**config.mk**
```make
export PLATFORM = sky130hd
export DESIGN_NAME = tt_hold_counter
export DESIGN_NICKNAME = d
export VERILOG_FILES = /design/src/rtl/tt_sweep_pkg.sv /design/src/rtl/tt_hold_counter.sv
export SDC_FILE = /design/constraint.sdc
export NUM_CORES = 1
export LEC_CHECK = 0
export ABC_AREA = 1
export BUFFER_PORTS_ARGS = -buffer_cell sky130_fd_sc_hd__buf_2
export CAP_MARGIN = 20
export CORE_AREA = 3 3 40 42
export CTS_CLUSTER_DIAMETER = 40
export CTS_CLUSTER_SIZE = 25
export DETAILED_ROUTE_END_ITERATION = 10
export DIE_AREA = 0 0 43 45
export GPL_TIMING_DRIVEN = 1
export PLACE_DENSITY = 0.38
export SLEW_MARGIN = 0
export SYNTH_ARGS = -nofsm -noshare
export SYNTH_HDL_FRONTEND = slang
export SYNTH_SLANG_ARGS = --single-unit
```
**constraint.sdc**
```tcl
create_clock -name clk -period 3 [get_ports clk]
set_clock_uncertainty 0.15 [all_clocks]
set_input_delay 0.45 -clock clk [delete_from_list [all_inputs] [get_ports clk]]
set_output_delay 0.45 -clock clk [all_outputs]
set_load 0.01 [all_outputs]
```
**src/rtl/tt_sweep_pkg.sv**
```systemverilog
// Shared types and constants for the truth-table sweep checker.
package tt_sweep_pkg;

    // Sweep controller states.
    typedef enum logic [1:0] {
        IDLE  = 2'd0,
        APPLY = 2'd1,
        DONE  = 2'd2
    } state_t;

    // Expected truth table of circuit01: X = A | ~(B | C), index {A,B,C}.
    localparam logic [7:0] EXP_TT_CIRCUIT01 = 8'hF1;

    // Width of the hold counter; never narrower than one bit.
    function automatic int hold_cnt_width(input int hold);
        return (hold <= 2) ? 1 : $clog2(hold);
    endfunction

endpackage

```
**src/rtl/tt_hold_counter.sv**
```systemverilog
// Counts the hold period of each vector and flags the sample cycle.
module tt_hold_counter #(
    parameter int HOLD = 5
) (
    input  logic clk,
    input  logic rst,
    input  logic clr,
    input  logic en,
    output logic sample_tick
);
    import tt_sweep_pkg::*;

    localparam int             W    = hold_cnt_width(HOLD);
    localparam logic [W-1:0]   LAST = W'(HOLD - 1);

    logic [W-1:0] cnt_reg;

    // The HOLD-th enabled cycle after a clear is the sample cycle.
    assign sample_tick = en && (cnt_reg == LAST);

    // Count enabled cycles, wrapping to zero on the sample cycle.
    always_ff @(posedge clk) begin
        if (rst || clr) begin
            cnt_reg <= '0;
        end else if (sample_tick) begin
            cnt_reg <= '0;
        end else if (en) begin
            cnt_reg <= cnt_reg + 1'b1;
        end
    end

endmodule

```
; After elaboration in Yosys (flattened, before gate mapping)
; Cells that the tools add are included.
[totals]
output_inout_bits = 1
reg_bits = 3
in_bits = 4
wordCells = 6
[classes]
reduce_logical = 3
add_sub_neg = 1
eq_ne = 1
[ops]
columns = operator, count
row1 = 3-bit by 1-bit adder with 3-bit output (second input constant), 1
row2 = 3-bit equality test (second input constant), 1
row3 = 2-bit OR reduction, 1
row4 = 1-bit logical AND, 1
row5 = 1-bit logical OR, 1

; Longest topological paths before layout
[depth]
ltp_word = 3
mapped_depth = 6
mapped_depth_nobuf = 6

; Least setup slack after synthesis
; OpenSTA, ideal clock, no wires.
[synth_timing]
kind = flip-flop to output port
start = reg cnt_reg[0]
end = out sample_tick
t_arrival_ps = 713
setup_slack_ps = 1687
stages_incl_launch_ff = 5
t_required_ps = 2400
n_path_buf = 0
cell_sequence = dfxtp_1 > inv_1 > ha_1 > nand3_1 > inv_1
[synth_via]
elab_chain_len = 2
[synth_lines]
columns = element, line
row1 = "start, declared", tt_hold_counter.sv:16  ; logic [W-1:0] cnt_reg;
row2 = "start signal, assigned", tt_hold_counter.sv:28  ; cnt_reg <= cnt_reg + 1'b1;
row3 = 3-bit equality test, tt_hold_counter.sv:19  ; assign sample_tick = en && (cnt_reg == LAST);
row4 = 1-bit logical AND, tt_hold_counter.sv:19
row5 = "end, declared", tt_hold_counter.sv:9  ; output logic sample_tick
; Every way passes these cells.

; Final worst setup path
; Ends and elaborated chain as after synthesis.

==> impl_metrics.ini <==
[grt]
grt_pass1_wl_um = 462
grt_usage = 0.0366
overflow = 0
antenna_found_initial = 0
grt_pass1_vias = 125
grt_max_degree = 8

[clock_tree]
cts_tree = yes
cts_made_buffers = 3
clkTransAtPathRegs_ps = 30
postCtsSetupBuffers = 0
clkLatencyLatePin_ps = 230
ctsLongestPathBuffers = 2
clkSinkCount = 3
htree_num_levels = 1
ctsHoldBuffers = 0
ctsResizeCount = 0
cts_root_buf = clkbuf_4

[pwr]
p_switching_w = 0.0000235
p_int_w = 0.0000942
clkPwrFrac = 0.577
power.total_w = 0.000118
p_sw_frac = 0.200
comb_power_share = 0.068
p_per_area_mw_per_mm2 = 500
leakage_nw = 0.132
vdd_drop_max_mv = 0.262
seq_power_share = 0.355

[die]
die-area_mm2 = 0.00194
core_mm2 = 0.00128
die_x_um = 43
io_pins = 5
start_util = 0.132
rows = 13
die_y_um = 45

[setup_path]
cp_max_fo = 3
end_kind = output pin
crit_type = flop to output pin
cp_data_required_time_ps = 2400
arrival_ps = 1100
start_kind = flop

[place]
gp_congestion = 0.582
place.port_buffers = 4
dp_cells = 46

[yosys]
ys_seq_elements = 3
synthesis.area_um2 = 170
seq_area_frac_synth = 0.353
netlist-cell-type-count = 6
synth_warnings = 0
syn_area_per_cell_um2 = 6.30
syn_inst = 27
syn_nets = 33

[sta]
fin_crit_sh = 0.566
setup-violations-final = 0
hold_ws_ps = 378
clock.fmax_mhz = 589
hold_viol_final = 0
slew_violations = 0
worst_pin_slew_ps = 120
slew_headroom = 0.920
finalSetupTns_ps = 0
rsz0062_at_grt = no
timing.final.crit_period_ps = 1700

[routing]
drt_pre_antenna_iters = 3
wl_per_cell_um = 5.78
viasPerCell = 3.08
drc = 0
first_iter_violations = 3
ant_nets = 0
vias = 154
routed_wl_um = 289

[flow_run]
maxCapViolCount = 0

[cells_and_area]
antenna_cells = 0
layout.cells.non_filler = 50
final_net_count = 42
area_growth_pct = 38.2
largest_reg_flops = 3
final_cell_mix = 8 x nand2_1, 6 x inv_1, 6 x nor2_1
layout_commonest_cell = nand2_1
drive_gt1_frac = 0.200

[min_path]
min_path_type = input port to flop

[outcome]
status = completed
==> cell type report <==
class / count / area, um^2
Multi-Input combinational cell: 18 / 87.6
Inverter: 6 / 22.5
Sequential cell: 3 / 60.1
Tap cell: 15 / 18.8
Fill cell: 148 / 1050
Timing Repair Buffer: 4 / 20.0
Clock buffer: 4 / 26.3
==> cells by family (layout without fill, tap and decap cells) <==
| logic type | count (synthesis) | after routing | share of synthesized area |
|---|---|---|---|
| adders and majority gates | 2 | 2 | 0.147 |
| and+or+nand+nor | 16 | 16 | 0.368 |
| DFF | 3 | 3 | 0.353 |
| buffers and inverters | 6 | 14 | 0.132 |
==> final timing paths <==
path	start	to	slack (ps)	depth (start not counted)
max	cnt_reg[0]	sample_tick	1300	5
min	rst	cnt_reg[0]	380	4
max reg2reg	cnt_reg[0]	cnt_reg[1]	1830	6
min reg2reg	cnt_reg[2]	cnt_reg[2]	380	4
==> power by group through the flow <==
stage | Sequential [W] | Combinational [W] | Clock [W]
floorplan | 0.0000421 | 0.00000433 | 0
global placement | 0.0000423 | 0.00000810 | 0
detailed placement | 0.0000423 | 0.00000809 | 0
CTS | 0.0000417 | 0.00000811 | 0.0000721
global route | 0.0000418 | 0.00000937 | 0.0000783
finish | 0.0000417 | 0.00000803 | 0.0000679
==> routing by layer <==
layer	share of wire	vias up	track usage
met4	0	0	0
met2	0.37	3	0.0449
met1	0.55	57	0.0409
li1	-	94	-
met3	0.083	0	0.0478
met5	0	-	0
==> cell usage after synthesis (all sizes together) <==
| cell type | count | area, um^2 |
|---|---|---|
| nor2 | 6 | 22.5 |
| inv | 6 | 22.5 |
| nand3 | 2 | 10.0 |
| dfxtp | 3 | 60.1 |
| nand2 | 8 | 30.0 |
| ha | 2 | 25.0 |
==> worst max-delay path: stages (launching register included) <==
cell	delay (ps)
dfxtp_1	350
inv_1	70
ha_1	200
nand3_1	90
inv_1	40
buf_2	130
==> through the flow <==
step,utilization,worst slack (ps),instance area (um^2)
3_5_place_dp,0.163,1520,209
3_3_place_gp,0.163,1540,209
6_report,0.183,1300,235
2_1_floorplan,-,1690,170
5_1_grt,0.183,1220,235
4_1_cts,0.183,1290,235
Power figures use the tool's default switching activity.
